==> src/rtl/fifo_rd_stream_pkg.sv <==
// rtl/fifo_rd_stream_pkg.sv - occupancy encoding and statistics width for fifo_rd_stream
package fifo_rd_stream_pkg;

    typedef enum logic [1:0] {
        EMPTY = 2'd0,
        ONE   = 2'd1,
        TWO   = 2'd2
    } occ_e;

    localparam int STAT_CW = 32;

endpackage

==> src/rtl/fifo_rd_stream_buf.sv <==
// rtl/fifo_rd_stream_buf.sv - two-entry head/tail data register pair
module fifo_rd_stream_buf #(
    parameter int DWIDTH = 32
) (
    input  logic              clk,
    input  logic              load_head,
    input  logic              load_tail,
    input  logic              shift,
    input  logic [DWIDTH-1:0] din,
    output logic [DWIDTH-1:0] head
);

    logic [DWIDTH-1:0] head_q;
    logic [DWIDTH-1:0] tail_q;

    // Entries are data-only and deliberately not reset; occupancy lives in the top.
    always_ff @(posedge clk) begin
        if (load_head) begin
            head_q <= din;
        end else if (shift) begin
            head_q <= tail_q;
        end
        if (load_tail) begin
            tail_q <= din;
        end
    end

    assign head = head_q;

endmodule

==> src/rtl/fifo_rd_stream.sv <==
// rtl/fifo_rd_stream.sv - FIFO read port to valid/ready stream adapter; FIFO_RD_STREAM_STAT_EN adds beat_cnt/stall
module fifo_rd_stream
    import fifo_rd_stream_pkg::*;
#(
    parameter int DWIDTH = 32
) (
    input  logic              clk,
    input  logic              rst,
    input  logic              fifo_empty,
    input  logic [DWIDTH-1:0] fifo_dout,
    output logic              fifo_read,
    output logic              m_valid,
    input  logic              m_ready,
    output logic [DWIDTH-1:0] m_data
`ifdef FIFO_RD_STREAM_STAT_EN
    ,
    output logic [STAT_CW-1:0] beat_cnt,
    output logic               stall
`endif
);

    occ_e       occ_q;
    occ_e       occ_d;
    logic       inflight_q;
    logic       pop;
    logic [1:0] occ_after_pop;
    logic [1:0] level;
    logic       load_head;
    logic       load_tail;
    logic       shift;

    // m_ready reaches fifo_read combinationally so a pop frees a slot in the same cycle.
    always_comb begin
        m_valid       = (occ_q != EMPTY);
        pop           = m_valid & m_ready;
        occ_after_pop = occ_q - {1'b0, pop};
        level         = occ_after_pop + {1'b0, inflight_q};
        fifo_read     = !rst && !fifo_empty && (level < 2'd2);
        load_head     = inflight_q && (occ_after_pop == 2'd0);
        load_tail     = inflight_q && (occ_after_pop != 2'd0);
        shift         = pop && (occ_q == TWO);
        occ_d         = occ_e'(level);
    end

    always_ff @(posedge clk) begin
        if (rst) begin
            occ_q      <= EMPTY;
            inflight_q <= 1'b0;
        end else begin
            occ_q      <= occ_d;
            inflight_q <= fifo_read;
        end
    end

    fifo_rd_stream_buf #(
        .DWIDTH(DWIDTH)
    ) u_buf (
        .clk      (clk),
        .load_head(load_head),
        .load_tail(load_tail),
        .shift    (shift),
        .din      (fifo_dout),
        .head     (m_data)
    );

`ifdef FIFO_RD_STREAM_STAT_EN
    logic [STAT_CW-1:0] beat_cnt_q;

    always_ff @(posedge clk) begin
        if (rst) begin
            beat_cnt_q <= '0;
        end else if (pop) begin
            beat_cnt_q <= beat_cnt_q + 1'b1;
        end
    end

    assign beat_cnt = beat_cnt_q;
    assign stall    = m_valid & !m_ready;
`endif

endmodule

==> config.mk <==
export PLATFORM = sky130hd
export DESIGN_NAME = fifo_rd_stream
export DESIGN_NICKNAME = d
export VERILOG_FILES = /design/src/rtl/fifo_rd_stream_pkg.sv /design/src/rtl/fifo_rd_stream_buf.sv /design/src/rtl/fifo_rd_stream.sv
export SDC_FILE = /design/constraint.sdc
export NUM_CORES = 1
export LEC_CHECK = 0
export CAP_MARGIN = 20
export CORE_MARGIN = 5
export CORE_UTILIZATION = 54
export CTS_BUF_LIST = sky130_fd_sc_hd__clkbuf_2
export DETAILED_ROUTE_END_ITERATION = 8
export MAX_ROUTING_LAYER = met4
export PLACE_DENSITY = 0.93
export SYNTH_ARGS = -nofsm -noshare
export SYNTH_HDL_FRONTEND = slang
export SYNTH_HIERARCHICAL = 1
export SYNTH_SLANG_ARGS = --single-unit
==> constraint.sdc <==
create_clock -name clk -period 12 [get_ports clk]
set_input_delay 2.4 -clock clk [delete_from_list [all_inputs] [get_ports clk]]
set_output_delay 2.4 -clock clk [all_outputs]
set_load 0.01 [all_outputs]
==> flow_summary.ini, run 1 <==
[run_status]
status = complete, no violations

[clock_tree]
h-tree-depth = 3
cts_resized = 0
cts-root-buf = clkbuf_2
post_cts_buffers = 0
holdBufCountCts = 0
clkTransAtPathRegs_ns = 0.16
cts_buffer_depth = 2
cts-buffers-inserted = 9
cts_tree = built
clk_latency_ns = 0.47
numClockSinks = 67

[synthesis]
synth_nets = 160
syn-instance-count = 122
avgSynthCellArea_um2 = 21.9
yosysWarnings = 6
synth_cell_type_count = 18
synth_area_um2 = 2680
seq_area_frac_synth_pct = 74.1
synth-seq-cells = 67

[setup_path]
crit_family = buffers and inverters
cp.depth = 8
end_kind = output port
r2r_cells = 7
required_ns = 9.60
crit_fanout = 4
worst_path_max_delay_cell = clkdlybuf4s50_1
cp_num_buf_inv = 3
criticalPathCategory = in -> out
slowest_delay_ns = 0.53
startpoint_type = input port
critical_path_arrival_ns = 4.56
crit_chain = clkdlybuf4s50_1, and2_1, ha_1, inv_1, ha_1, nor3b_1, mux2_1, clkdlybuf4s50_1

[sta]
fin_tns_setup_ns = 0
skew_ns = 0.0167
slew_headroom_pct = 31.6
setup-violations-final = 0
fmax_mhz = 144
grt_setup_unrepaired = no
period_minus_slack_ns = 6.96
maxSlewViolCount = 0
hold_viol = 0
period_share_pct = 58.0
worstMarginPinSlew_ns = 1.03

[final_layout]
fillCellCount = 307
drive_gt1_share_pct = 25.1
antenna_cells = 0
fin_area_um2 = 3510
final_nets = 238
area_growth_pct = 31.2
layout_commonest_cell = clkdlybuf4s50_1
layout_common_cells = 69 x clkdlybuf4s50_1, 64 x edfxtp_1, 29 x mux2_4, 10 x clkbuf_2

[power]
p_per_area_nw_per_um2 = 213
p_leak_nw = 1.26
vdd_drop_max_mv = 0.153

[floorplanning]
coreArea_um2 = 4750
dieArea_um2 = 6460
io_pins = 70
start_util_pct = 56.3
die_height_um = 80.4
num_rows = 25
fp.dieW_um = 80.4

[detailed_routing]
vias_per_cell = 4.90
drtIter0Drc = 94
totalWireLength_mm = 4.85
vias = 1323
wl_per_cell_um = 18.0
drc_errors = 0
drt_pre_antenna_iters = 4
ant_nets = 0

[grt]
use_met1_pct = 17.9
track_usage_pct = 17.2
grt_antenna_before_repair = 0
grt_pass1_wl_mm = 7.63
grtUsageMet3_pct = 4.26
grt_start_max_net_pins = 34
grt_util_met2_pct = 30.4
grt_most_used_layer = met2
first_global_vias = 1486
overflow = 0

[place]
place.gp.congestion = 0.669
postPlaceCellArea_um2 = 3400
io_buffers = 69
hpwl_mm = 3.49

[flow_run]
drv_cap = 0

[min_path]
holdPathStages = 1
holdCritPathClass = reg -> reg
## report_power, final
group,switching [mW],internal (mW)
Combinational,0.122,0.152
Clock,0.0712,0.0455
Sequential,0.0167,0.341
## sequential cells by signal, summed over array words and instances, names as in the netlist
name	cells
inflight_q	1
occ_q	2
u_buf/tail_q	32
u_buf/head	32
## layer usage
| layer | up-vias | part of all wire [%] |
|---|---|---|
| met5 | - | 0 |
| met4 | 0 | 1.9 |
| met3 | 13 | 6.1 |
| met2 | 40 | 56 |
| met1 | 640 | 36 |
| li1 | 630 | - |
## area by class of cell
class / count / area, µm² / share of cell area [%]
multi-input cells: 49 / 626 / 17.8
inverters: 2 / 7.51 / 0.214
flip-flops and latches: 67 / 1980 / 56.5
clock inverters: 4 / 43.8 / 1.25
repair buffers: 71 / 718 / 20.5
well taps: 67 / 83.8 / 2.39
clock buffers: 10 / 50.0 / 1.43
## kinds of logic (layout without fill, tap and decap cells)
group                    after synthesis  in the layout  share of synthesized area (%)
adder cells (fa/ha/maj)                2              2                          0.935
AO/OA/AOI/OAI                          1              1                          0.281
buffers and inverters                  6             87                           2.95
flip-flops                            67             67                           74.1
multiplexers                          35             35                           18.8
XOR/XNOR                               1              1                          0.608
AND/OR/NAND/NOR                       10             10                           2.34
## through the flow
step	cells	util (%)	hold slack (ns)	setup WS, ns	total power, mW
2_1_floorplan	122	-	0.525	6.11	0.540
3_3_place_gp	255	71.4	0.534	5.18	0.621
3_5_place_dp	255	71.4	0.534	5.03	0.639
4_1_cts	269	73.4	0.563	5.01	0.756
5_1_grt	270	73.8	0.568	4.93	0.792
6_report	270	73.8	0.556	5.04	0.750
## path summary, 6_finish.rpt
path                                        from              to  slack, ns
worst max register to register          occ_q[1]  u_buf/head[20]       8.81
worst min register to register  u_buf/tail_q[21]  u_buf/head[21]       0.56
worst min-delay path            u_buf/tail_q[21]  u_buf/head[21]       0.56
worst max-delay path                     m_ready       fifo_read       5.04
## Yosys cell counts
master / n / share of area, %
mux2_2: 3 / 1.3
inv_1: 2 / 0.28
and2_1: 1 / 0.23
or2_1: 2 / 0.47
nor2_1: 1 / 0.14
buf_6: 1 / 0.42
mux2_1: 3 / 1.3
edfxtp_1: 64 / 72
nor3b_1: 1 / 0.28
mux2_4: 29 / 16
ha_1: 2 / 0.94
buf_12: 3 / 2.2
a21boi_0: 1 / 0.28
xnor2_2: 1 / 0.61
and3_2: 2 / 0.56
nor3_1: 1 / 0.19
dfxtp_1: 3 / 2.2
nor2b_1: 2 / 0.47
Power figures use the tool's default switching activity.
==> run 2: changes to the inputs <==
--- a/config.mk
+++ b/config.mk
@@ -7,11 +7,11 @@
 export LEC_CHECK = 0
 export CAP_MARGIN = 20
 export CORE_MARGIN = 5
-export CORE_UTILIZATION = 54
+export CORE_UTILIZATION = 50
 export CTS_BUF_LIST = sky130_fd_sc_hd__clkbuf_2
 export DETAILED_ROUTE_END_ITERATION = 8
 export MAX_ROUTING_LAYER = met4
-export PLACE_DENSITY = 0.93
+export PLACE_DENSITY = 0.88
 export SYNTH_ARGS = -nofsm -noshare
 export SYNTH_HDL_FRONTEND = slang
 export SYNTH_HIERARCHICAL = 1
==> constraint.sdc (replaced) <==
create_clock -name clk -period 6.48 [get_ports clk]
set_input_delay 1.296 -clock clk [delete_from_list [all_inputs] [get_ports clk]]
set_output_delay 1.296 -clock clk [all_outputs]
set_load 0.01 [all_outputs]
==> flow_summary.ini, run 2 (synthesis results as in run 1) <==
[sta]
period_share_pct = 73.7
grt_setup_unrepaired = no
fmax_mhz = 209
maxSlewViolCount = 0
slew_headroom_pct = 27.7
setup-violations-final = 0
skew_ns = 0.0207
fin_tns_setup_ns = 0
fin_hold_ws_ns = 0.562
fin_ws_ns = 1.71
hold_viol = 0
worstMarginPinSlew_ns = 1.08
period_minus_slack_ns = 4.77

[place]
hpwl_mm = 3.26
place.gp.congestion = 0.748
postPlaceCellArea_um2 = 3400
post-place-ws_ns = 1.67
io_buffers = 69

[floorplanning]
die_height_um = 83.1
num_rows = 26
coreArea_um2 = 5140
start_util_pct = 52.0
dieArea_um2 = 6910
fp.dieW_um = 83.1
io_pins = 70

[final_layout]
area_growth_pct = 33.2
layout_commonest_cell = clkdlybuf4s50_1
fillCellCount = 362
fin_area_um2 = 3560
postLayoutCoreUtil_pct = 69.3
antenna_cells = 0
layout_common_cells = 69 x clkdlybuf4s50_1, 64 x edfxtp_1, 29 x mux2_4, 9 x clkbuf_2
drive_gt1_share_pct = 25.5
final_nets = 237

[setup_path]
critical_path_arrival_ns = 3.48
cp_num_buf_inv = 3
crit_chain = clkdlybuf4s50_1, and2_1, ha_1, inv_1, ha_1, nor3b_1, mux2_1, clkdlybuf4s50_1
crit_fanout = 4
required_ns = 5.18
criticalPathCategory = in -> out
worst_path_max_delay_cell = clkdlybuf4s50_1
crit_family = buffers and inverters
slowest_delay_ns = 0.53
end_kind = output port
startpoint_type = input port

[flow_run]
drv_cap = 0

[grt]
grt_start_max_net_pins = 34
grt_antenna_before_repair = 0
track_usage_pct = 14.3
first_global_vias = 1445
overflow = 0
grt_pass1_wl_mm = 7.29

[power]
sequentialPowerShare_pct = 45.2
p_int_mw = 1.07
vdd_drop_max_mv = 0.302
p_leak_nw = 1.28
netSwitchingFraction_pct = 27.1
p_per_area_nw_per_um2 = 413
power_switching_mw = 0.398
combPwrFrac_pct = 33.8
pwr-share-clk_pct = 21.0

[detailed_routing]
drt_pre_antenna_iters = 4
vias = 1325
totalWireLength_mm = 4.65
ant_nets = 0
wl_per_cell_um = 17.0
drc_errors = 0
drtIter0Drc = 85
vias_per_cell = 4.84

[clock_tree]
cts_buffer_depth = 2
clk_latency_ns = 0.46
h-tree-depth = 3
cts-buffers-inserted = 9
cts-root-buf = clkbuf_2
clkTransAtPathRegs_ns = 0.18
holdBufCountCts = 0
cts_resized = 0
numClockSinks = 67
post_cts_buffers = 0
cts_tree = built

[run_status]
status = complete, no violations

[min_path]
holdCritPathClass = reg -> reg
==> run 2: changes by cell type in the layout (fill, tap and decap cells not counted), sizes merged <==
cell	delta
buf	-1
clkinv	+1
bufinv	+2
clkbuf	-1
==> run 2: worst paths after layout <==
path,start,endpoint,slack [ns],depth (start not counted)
max reg2reg,occ_q[1],u_buf/head[24],3.27,7
min reg2reg,u_buf/tail_q[1],u_buf/head[1],0.56,1
min,u_buf/tail_q[1],u_buf/head[1],0.56,1
max,m_ready,fifo_read,1.71,8
==> run 2: metrics by stage <==
stage / cells / power [mW]
detailed placement: 258 / 1.18
global route: 274 / 1.54
global placement: 258 / 1.15
CTS: 274 / 1.49
finish: 274 / 1.47
floorplan: 122 / 1.00
==> run 2: layout make-up <==
| cell class | instances | area (µm²) | share of cell area [%] |
|---|---|---|---|
| well taps | 70 | 87.6 | 2.46 |
| repair buffers | 70 | 698 | 19.6 |
| clock buffers | 9 | 45.0 | 1.26 |
| clock inverters | 7 | 116 | 3.27 |
| multi-input cells | 49 | 626 | 17.6 |
| flip-flops and latches | 67 | 1980 | 55.6 |
| inverters | 2 | 7.51 | 0.211 |
==> run 2: metal layers <==
metal / global-route usage [%] / share of wire (%) / vias to the layer above
li1: - / - / 636
met1: 15.8 / 41 / 630
met2: 23.3 / 51 / 50
met3: 4.26 / 6.3 / 9
met4: 7.58 / 2.0 / 0
met5: - / 0 / -
==> run 2: power groups by stage <==
stage | registers [mW] | logic [mW] | clock network, mW
floorplan | 0.706 | 0.294 | 0
global placement | 0.670 | 0.484 | 0
detailed placement | 0.677 | 0.506 | 0
CTS | 0.666 | 0.507 | 0.318
global route | 0.674 | 0.529 | 0.333
finish | 0.665 | 0.497 | 0.310
==> run 2: worst register-to-register path, delay by kind of cell (launching register included) <==
family,cells,cell delay [ns]
xor gates and xnor gates,1,0.33
buffers and inverters,1,0.36
adders and majority gates,1,0.21
and+or+nand+nor,4,1.59
DFF,1,0.39
==> run 3: changes to the inputs <==
==> constraint.sdc (replaced) <==
create_clock -name clk -period 5 [get_ports clk]
set_input_delay 1 -clock clk [delete_from_list [all_inputs] [get_ports clk]]
set_output_delay 1 -clock clk [all_outputs]
set_load 0.01 [all_outputs]
==> flow_summary.ini, run 3 (synthesis results as in run 1) <==
[run_status]
status = complete, no violations

[setup_path]
crit_fanout = 4
required_ns = 4.00
startpoint_type = input port
criticalPathCategory = in -> out
end_kind = output port
critical_path_arrival_ns = 3.13

[final_layout]
layout_commonest_cell = clkdlybuf4s50_1
drive_gt1_share_pct = 25.4
multi_input_area_um2 = 626
final_nets = 238
fillCellCount = 359
antenna_cells = 0
layout_common_cells = 69 x clkdlybuf4s50_1, 64 x edfxtp_1, 29 x mux2_4, 10 x clkbuf_2
regArea_um2 = 1980
area_growth_pct = 32.3

[place]
place.gp.congestion = 0.750
io_buffers = 69
hpwl_mm = 3.40

[clock_tree]
cts_tree = built
h-tree-depth = 3
clkTransAtPathRegs_ns = 0.17
cts_resized = 0
numClockSinks = 67
cts-root-buf = clkbuf_2
holdBufCountCts = 0
cts-buffers-inserted = 9
clk_latency_ns = 0.44
post_cts_buffers = 0
cts_buffer_depth = 2

[detailed_routing]
totalWireLength_mm = 4.87
drt_pre_antenna_iters = 4
wl_per_cell_um = 17.7
ant_nets = 0
drc_errors = 0
vias = 1354
drtIter0Drc = 52
vias_per_cell = 4.92

[floorplanning]
num_rows = 26
fp.dieW_um = 83.1
die_height_um = 83.1
coreArea_um2 = 5140
dieArea_um2 = 6910
start_util_pct = 52.0
io_pins = 70

[sta]
skew_ns = 0.0110
maxSlewViolCount = 0
fin_hold_ws_ns = 0.570
period_share_pct = 82.5
grt_setup_unrepaired = no
fin_tns_setup_ns = 0
slew_headroom_pct = 29.4
setup-violations-final = 0
fmax_mhz = 242
hold_viol = 0
period_minus_slack_ns = 4.13
worstMarginPinSlew_ns = 1.06

[grt]
use_met1_pct = 14.7
track_usage_pct = 14.7
first_global_vias = 1517
grt_most_used_layer = met2
grt_start_max_net_pins = 33
grt_util_met2_pct = 26.2
overflow = 0
grt_pass1_wl_mm = 7.58
grt_antenna_before_repair = 0
grtUsageMet3_pct = 4.06

[power]
p_leak_nw = 1.27
p_per_area_nw_per_um2 = 524
fin_total_pwr_mw = 1.85
vdd_drop_max_mv = 0.425

[min_path]
holdCritPathClass = reg -> reg

[flow_run]
drv_cap = 0
run 3: critical path, cell delays in order:
cell             delay [ns]
clkdlybuf4s50_1        0.42
and2_1                 0.14
ha_1                   0.34
inv_1                  0.09
ha_1                   0.19
nor3b_1                0.24
mux2_1                 0.17
clkdlybuf4s50_1        0.53
run 3: layout make-up:
cell class,count,area share (%)
sequential,67,56.0
timing repair buffer,71,19.9
clock buffer,10,1.41
tap,70,2.48
clock inverter,6,2.26
inverter,2,0.212
multi-input combinational,49,17.7
run 3: final timing paths:
path / start / to / slack (ns) / cells after the start
min reg2reg: u_buf/tail_q[17] / u_buf/head[17] / 0.57 / 1
max reg2reg: occ_q[1] / u_buf/head[6] / 2.10 / 7
max: m_ready / fifo_read / 0.87 / 8
min: u_buf/tail_q[17] / u_buf/head[17] / 0.57 / 1
run 3: where the power goes:
group | internal (mW) | total [mW] | leakage [nW] | switching [mW]
Clock | 0.164 | 0.342 | 0.0770 | 0.179
Sequential | 0.821 | 0.861 | 0.612 | 0.0394
Combinational | 0.353 | 0.651 | 0.579 | 0.298
run 3: routing by layer:
layer  part of all wire, %  vias to the layer above
li1                      -                      634
met3                   5.7                        8
met1                    39                      668
met5                     0                        -
met4                   1.3                        0
met2                    54                       44
run 3: metrics by stage:
| stage | utilization, % | cells | setup slack (ns) | cell area [µm²] |
|---|---|---|---|---|
| detailed placement | 66.3 | 259 | 0.869 | 3410 |
| global placement | 66.3 | 259 | 0.975 | 3410 |
| global route | 68.8 | 275 | 0.796 | 3540 |
| floorplan | - | 122 | 0.642 | 2680 |
| finish | 68.8 | 275 | 0.874 | 3540 |
| CTS | 68.8 | 275 | 0.862 | 3540 |
